$ cat src/rtl/alu_exec_unit.sv
`default_nettype none
// ============================================================================
// Module   : alu_exec_unit
// Purpose  : ALU execute stage. Single-cycle logic/arith ops, plus a
//            shift-add unsigned multiplier and a restoring unsigned divider
//            that each take one iteration per clock.
// Revision : 1.0 - initial release
// ============================================================================
module alu_exec_unit #(
    parameter int WIDTH = 32,
    parameter int CNT_W = $clog2(WIDTH) + 1
) (
    input  logic             clk,
    input  logic             rst_n,
    input  logic             start,
    input  logic [2:0]       alu_op,
    input  logic [5:0]       func,
    input  logic [WIDTH-1:0] a,
    input  logic [WIDTH-1:0] b,
    output logic             busy,
    output logic             done,
    output logic [WIDTH-1:0] result,
    output logic [WIDTH-1:0] result_hi,
    output logic             zero,
    output logic             illegal,
    output logic             dz
);

    typedef enum logic [1:0] {
        ST_IDLE = 2'd0,
        ST_MUL  = 2'd1,
        ST_DIV  = 2'd2,
        ST_DONE = 2'd3
    } state_t;

    typedef enum logic [3:0] {
        OP_ADD, OP_SUB, OP_AND, OP_OR, OP_XOR, OP_NOR,
        OP_SLT, OP_SLTU, OP_MULU, OP_DIVU, OP_ILL
    } op_t;

    localparam logic [CNT_W-1:0] c_last_iter = CNT_W'(WIDTH - 1);

    state_t             r_state;
    state_t             w_state_nxt;
    op_t                w_op;
    logic [CNT_W-1:0]   r_cnt;
    logic [WIDTH-1:0]   r_opnd;      // multiplicand or divisor
    logic [WIDTH-1:0]   r_hi;        // partial product high half / remainder
    logic [WIDTH-1:0]   r_lo;        // multiplier bits / dividend-quotient
    logic [WIDTH-1:0]   r_result;
    logic [WIDTH-1:0]   r_result_hi;
    logic               r_zero;
    logic               r_illegal;
    logic               r_dz;

    logic [WIDTH-1:0]   w_alu_res;
    logic               w_accept;
    logic               w_last;
    logic               w_div_by_zero;
    logic               w_multi;
    logic [WIDTH:0]     w_mul_sum;
    logic [WIDTH-1:0]   w_mul_lo_n;
    logic [WIDTH:0]     w_div_sh;
    logic [WIDTH:0]     w_div_trial;
    logic               w_div_ok;
    logic [WIDTH-1:0]   w_div_r_n;
    logic [WIDTH-1:0]   w_div_q_n;

    assign w_accept      = start && (r_state == ST_IDLE);
    assign w_last        = (r_cnt == c_last_iter);
    assign w_div_by_zero = (w_op == OP_DIVU) && (b == '0);
    assign w_multi       = (w_op == OP_MULU) || ((w_op == OP_DIVU) && (b != '0));

    // Operation decode: main opcode directly, or the function field for R-type
    always_comb begin
        w_op = OP_ILL;
        if (alu_op != 3'b111) begin
            case (alu_op)
                3'b000:  w_op = OP_ADD;
                3'b001:  w_op = OP_SUB;
                3'b010:  w_op = OP_AND;
                3'b011:  w_op = OP_OR;
                3'b100:  w_op = OP_XOR;
                3'b101:  w_op = OP_NOR;
                3'b110:  w_op = OP_SLT;
                default: w_op = OP_ILL;
            endcase
        end else begin
            case (func)
                6'b100000: w_op = OP_ADD;
                6'b100010: w_op = OP_SUB;
                6'b100100: w_op = OP_AND;
                6'b100101: w_op = OP_OR;
                6'b100110: w_op = OP_XOR;
                6'b100111: w_op = OP_NOR;
                6'b101010: w_op = OP_SLT;
                6'b101011: w_op = OP_SLTU;
                6'b000000: w_op = OP_ADD;
                6'b011001: w_op = OP_MULU;
                6'b011011: w_op = OP_DIVU;
                default:   w_op = OP_ILL;
            endcase
        end
    end

    // Single-cycle result; divide-by-zero saturates the quotient to all ones
    always_comb begin
        w_alu_res = '0;
        case (w_op)
            OP_ADD:  w_alu_res = a + b;
            OP_SUB:  w_alu_res = a - b;
            OP_AND:  w_alu_res = a & b;
            OP_OR:   w_alu_res = a | b;
            OP_XOR:  w_alu_res = a ^ b;
            OP_NOR:  w_alu_res = ~(a | b);
            OP_SLT:  w_alu_res = {{(WIDTH-1){1'b0}}, ($signed(a) < $signed(b))};
            OP_SLTU: w_alu_res = {{(WIDTH-1){1'b0}}, (a < b)};
            OP_DIVU: w_alu_res = '1;
            default: w_alu_res = '0;
        endcase
    end

    // One shift-add step and one restoring-division step
    always_comb begin
        w_mul_sum   = {1'b0, r_hi} + {1'b0, (r_lo[0] ? r_opnd : '0)};
        w_mul_lo_n  = {w_mul_sum[0], r_lo[WIDTH-1:1]};
        w_div_sh    = {r_hi, r_lo[WIDTH-1]};
        w_div_trial = w_div_sh - {1'b0, r_opnd};
        w_div_ok    = ~w_div_trial[WIDTH];
        w_div_r_n   = w_div_ok ? w_div_trial[WIDTH-1:0] : w_div_sh[WIDTH-1:0];
        w_div_q_n   = {r_lo[WIDTH-2:0], w_div_ok};
    end

    // State register
    always_ff @(posedge clk or negedge rst_n) begin
        if (!rst_n) r_state <= ST_IDLE;
        else        r_state <= w_state_nxt;
    end

    // Next-state logic
    always_comb begin
        w_state_nxt = r_state;
        case (r_state)
            ST_IDLE: begin
                if (start) begin
                    if (w_op == OP_MULU)  w_state_nxt = ST_MUL;
                    else if (w_multi)     w_state_nxt = ST_DIV;
                    else                  w_state_nxt = ST_DONE;
                end
            end
            ST_MUL:  if (w_last) w_state_nxt = ST_DONE;
            ST_DIV:  if (w_last) w_state_nxt = ST_DONE;
            ST_DONE: w_state_nxt = ST_IDLE;
            default: w_state_nxt = ST_IDLE;
        endcase
    end

    // Datapath: operand capture, iteration, and result/flag registration
    always_ff @(posedge clk or negedge rst_n) begin
        if (!rst_n) begin
            r_cnt       <= '0;
            r_opnd      <= '0;
            r_hi        <= '0;
            r_lo        <= '0;
            r_result    <= '0;
            r_result_hi <= '0;
            r_zero      <= 1'b0;
            r_illegal   <= 1'b0;
            r_dz        <= 1'b0;
        end else if (w_accept) begin
            r_cnt <= '0;
            r_hi  <= '0;
            if (w_op == OP_DIVU) begin
                r_opnd <= b;
                r_lo   <= a;
            end else begin
                r_opnd <= a;
                r_lo   <= b;
            end
            if (!w_multi) begin
                r_result    <= w_alu_res;
                r_result_hi <= w_div_by_zero ? a : '0;
                r_zero      <= (w_alu_res == '0);
                r_illegal   <= (w_op == OP_ILL);
                r_dz        <= w_div_by_zero;
            end
        end else if (r_state == ST_MUL) begin
            r_cnt <= r_cnt + 1'b1;
            r_hi  <= w_mul_sum[WIDTH:1];
            r_lo  <= w_mul_lo_n;
            if (w_last) begin
                r_result    <= w_mul_lo_n;
                r_result_hi <= w_mul_sum[WIDTH:1];
                r_zero      <= (w_mul_lo_n == '0);
                r_illegal   <= 1'b0;
                r_dz        <= 1'b0;
            end
        end else if (r_state == ST_DIV) begin
            r_cnt <= r_cnt + 1'b1;
            r_hi  <= w_div_r_n;
            r_lo  <= w_div_q_n;
            if (w_last) begin
                r_result    <= w_div_q_n;
                r_result_hi <= w_div_r_n;
                r_zero      <= (w_div_q_n == '0);
                r_illegal   <= 1'b0;
                r_dz        <= 1'b0;
            end
        end
    end

    assign busy      = (r_state != ST_IDLE);
    assign done      = (r_state == ST_DONE);
    assign result    = r_result;
    assign result_hi = r_result_hi;
    assign zero      = r_zero;
    assign illegal   = r_illegal;
    assign dz        = r_dz;

endmodule
`default_nettype wire

$ cat config.mk
export PLATFORM = sky130hd
export DESIGN_NAME = alu_exec_unit
export DESIGN_NICKNAME = d
export VERILOG_FILES = /design/src/rtl/alu_exec_unit.sv
export SDC_FILE = /design/constraint.sdc
export NUM_CORES = 1
export LEC_CHECK = 0
export ABC_AREA = 1
export CORE_MARGIN = 2
export CORE_UTILIZATION = 41
export CTS_CLUSTER_DIAMETER = 30
export CTS_CLUSTER_SIZE = 30
export DETAILED_ROUTE_END_ITERATION = 8
export GPL_TIMING_DRIVEN = 1
export PLACE_DENSITY = 0.55
export SLEW_MARGIN = 20
export SYNTH_ARGS = -nofsm -noshare
export SYNTH_HDL_FRONTEND = slang
export SYNTH_SLANG_ARGS = --single-unit
$ cat constraint.sdc
create_clock -name clk -period 6.6 [get_ports clk]
set_clock_uncertainty 0.15 [all_clocks]
set_input_delay 0.99 -clock clk [delete_from_list [all_inputs] [get_ports clk]]
set_output_delay 0.99 -clock clk [all_outputs]
set_load 0.005 [all_outputs]
==> impl_results.md <==
- Hold Path Class: flop to flop
- Crit-path max cell delay: 0.77 ns
- Final Util: 0.466
- Critical path arrival: 5.06 ns
- Post-synth ARST share: 1.00
- Worst Hold Depth: 2
- Synth Area in Adders: 0.108
- Internal: 4.35 mW
- # rows: 80
- H-tree levels: 4
- Inst Count DP: approximately 4000
- Synth cell types: 49
- First-pass GRT wire length: 136 mm
- Post-Syn Nets: roughly 3600
- Synth Area in XOR/XNOR: 0.0232
- Synth Area in Compound Gates: 0.186
- Clock share of power: 0.104
- Sw frac: 0.556
- Final Cycle Share: 0.730
- Measured slew at the worst slew-check pin: 1.01 ns
- Post-route DRC: 0
- Worst setup path end: zero
- Reg power frac: 0.205
- Setup bufs post-CTS: 0
- Sequential share of the synthesized area: 0.214
- First-pass iteration count of the detailed router: 6
- CP endpoint kind: flop
- DR vias: 22839
- Die Span X: 225 um
- FF-to-FF path depth: 13
- Vias/cell: 5.68
- Setup WS post-layout: 1.78 ns
- CTS sink count: roughly 170
- Post-CTS sizing: 0
- WL met2: 41.5 mm
- Maximum vdd drop: 252 uV
- EDFF count, synth: 0
- Slew Viols, Final: 0
- Net Sw Power: 5.44 mW
- NumNets Final: 3640
- Hold WS: 0.366 ns
- Area growth syn-to-layout: 11.6%
- Most common flop cell mapped by yosys: dfrtp_1
- Post-Syn Instances: 3350
- CP Max Fanout: 99
- Drt wl/cell: 22.7 um
- Hold-fix buffers, CTS: 0
- Worst Path Required: 6.84 ns
- Fmax: 0.208 GHz
- Worst reg2reg startpoint: r_state[0]
- Comb pwr share: 0.691
- Critical Path Slowest Stage Cell: buf_4
- WL final: 91.3 mm
- Reg2reg end: result_hi[24]
- Inserted Diodes: 0
- Initial antenna violation count: 0
- P_leak: 11.4 nW
- Mux cell area share after synthesis: 0
- Crit path launch type: input port
- Vias in the first global route: between 20000 and 25000
- TritonCTS clock tree: built
- Met3 routed wirelength: 6.24 mm
- Synth Area in Simple Gates: 0.343
- Placed cell area: 0.0217 mm2
- Reg2Reg Setup Slack: 2.38 ns
- Clock root buffer: clkbuf_16
- DRT iter0 DRCs: 2627
- Post-route cell area: 0.0223 mm2
- Total grt overflow: 0
- Final cell count without fillers: 4022
- Detailed Place HPWL: 73.8 mm
- Clock-pin slew on the worst setup and hold paths: 0.07 ns
- Most frequent cells in the layout: nand2_1 (844), inv_1 (481), nor2_1 (398)
- Yosys reg bits: 171
- Cell Pwr Density: between 400 and 500 mW/mm2
- Initial Utilization: 0.417
- Final min period: 4.82 ns
- Final hold violation count: 0
- Delay-heaviest family, CP: buffers and inverters
- Total GRT Usage: 0.360
- Total power: about 10 mW
- Status: finished clean
- Syn avg cell area: 5.97 um2
- Most common cell on crit path: nand2_1
- Buffers added on ports: 144
- Cell Chain, Critical Path: clkdlybuf4s50_1 -> nor2_1 -> o21ai_0 -> nand3_1 -> nand2_1 -> nand2_1 -> nand3_4 -> buf_4 -> buf_4 -> nand2_1 -> inv_1 -> nand2_1 -> nor2_1 -> nand2_1 -> nor2_1 -> nand2_1 -> nor2_1 -> nand3_1 -> a21oi_1
- Clock buffer count from CTS: 17
- Routed Antenna Nets: 0
- Number of buffers and inverters on the critical path: 4
- Worst slew margin: 0.329
- Clk buf depth: 2
- Cell Area, Synth: 0.0200 mm2
- Max_cap viols: 0
- Clk_lat worst skew: 0.46 ns
- RSZ-0062 raised after global routing: false
- Post-synth top area cell: dfrtp_1
- Critical path depth in cells: 19
- Die ar.: between 0.05 and 0.06 mm2
- Synth top area share: 0.214
- Largest net degree at the start of global routing: 100
- Wl on met1: 40.4 mm
- Die Y: 225 um
- # IOs: 145
- CP Launch Point: func[4]
- Most common cell after layout, fill and taps aside: nand2_1
- Layout cell share with drive strength beyond 1: 0.0291
- Max Used Layer: met4
- Routability congestion estimate: 1.04
- Setup WS pre-CTS: roughly 1.4 ns
- WS Path Type: input port to flop
- Setup_tns: 0 ns
- Top cells by area, synth: dfrtp_1 (21%), nand2_1 (16%), ha_1 (10%), inv_1 (9.1%), nor2_1 (7.5%)
- Core Region: 0.0479 mm2
- Yosys warning total: 0
- Largest family of logic cells by synthesized area: simple AND/OR/NAND/NOR gates
- Count of final setup violators: 0
==> synthesized netlist by cell type (7+ instances only) <==
master	instances
nand2_1	845
inv_1	483
nor2_1	398
o21ai_0	295
a21oi_1	242
nand3_1	228
dfrtp_1	171
ha_1	166
nand4_1	81
clkbuf_1	74
a31oi_1	71
buf_2	47
xor2_1	42
nor3_1	28
o21bai_1	25
o211ai_1	21
nor4_1	13
xnor2_1	11
buf_1	10
inv_2	9
buf_6	7
nand2_2	7
o21a_1	7
==> metal layers <==
| metal | GRT usage | vias up |
|---|---|---|
| met5 | 0 | - |
| met4 | 0.127 | 0 |
| li1 | - | 10978 |
| met1 | 0.495 | 10755 |
| met3 | 0.0445 | 129 |
| met2 | 0.580 | 977 |
==> sequential cells by signal, summed over array words and instances (netlist names) <==
register / count
r_lo: 32
r_state: 2
result_hi: 32
zero: 1
r_hi: 32
dz: 1
illegal: 1
r_cnt: 6
r_opnd: 32
result: 32
==> logic make-up (layout without fill, tap and decap cells) <==
kind of cell    count (synthesis)  after routing
flops                         171            171
buf+inv                       635            692
xor+xnor                       53             53
simple gates                 1633           1633
fa+ha+maj                     170            170
compound gates                688            688
==> tightest hold or removal path: stages (launching register included) <==
cell and delay, ns:
dfrtp_1 0.37, nand2_1 0.07, nand2_1 0.05
==> area by class of cell <==
cell class | count | area, um2
Fill cell | 5185 | 25600
Multi-Input combinational cell | 2544 | 13200
Clock inverter | 15 | 154
Inverter | 494 | 1850
Timing Repair Buffer | 166 | 1610
Tap cell | 615 | 769
Clock buffer | 17 | 425
Sequential cell | 171 | 4280
==> worst min-delay path by stage <==
stage	startpoint	to	slack [ns]
2_1_floorplan	dz	dz	0.32
3_3_place_gp	dz	dz	0.32
3_5_place_dp	dz	dz	0.34
4_1_cts	dz	dz	0.37
5_1_grt	r_cnt[1]	r_cnt[1]	0.41
6_report	dz	dz	0.37
==> power groups by stage <==
stage,combinational (mW),sequential [mW],clock (mW)
after floorplan,4.52,1.83,0
after global placement,6.56,1.99,0
after detailed placement,6.62,2.00,0
after CTS,6.67,1.99,1.03
after global routing,7.51,2.04,1.08
final,6.77,2.00,1.02
No activity file was read; power rests on OpenSTA's default activity.
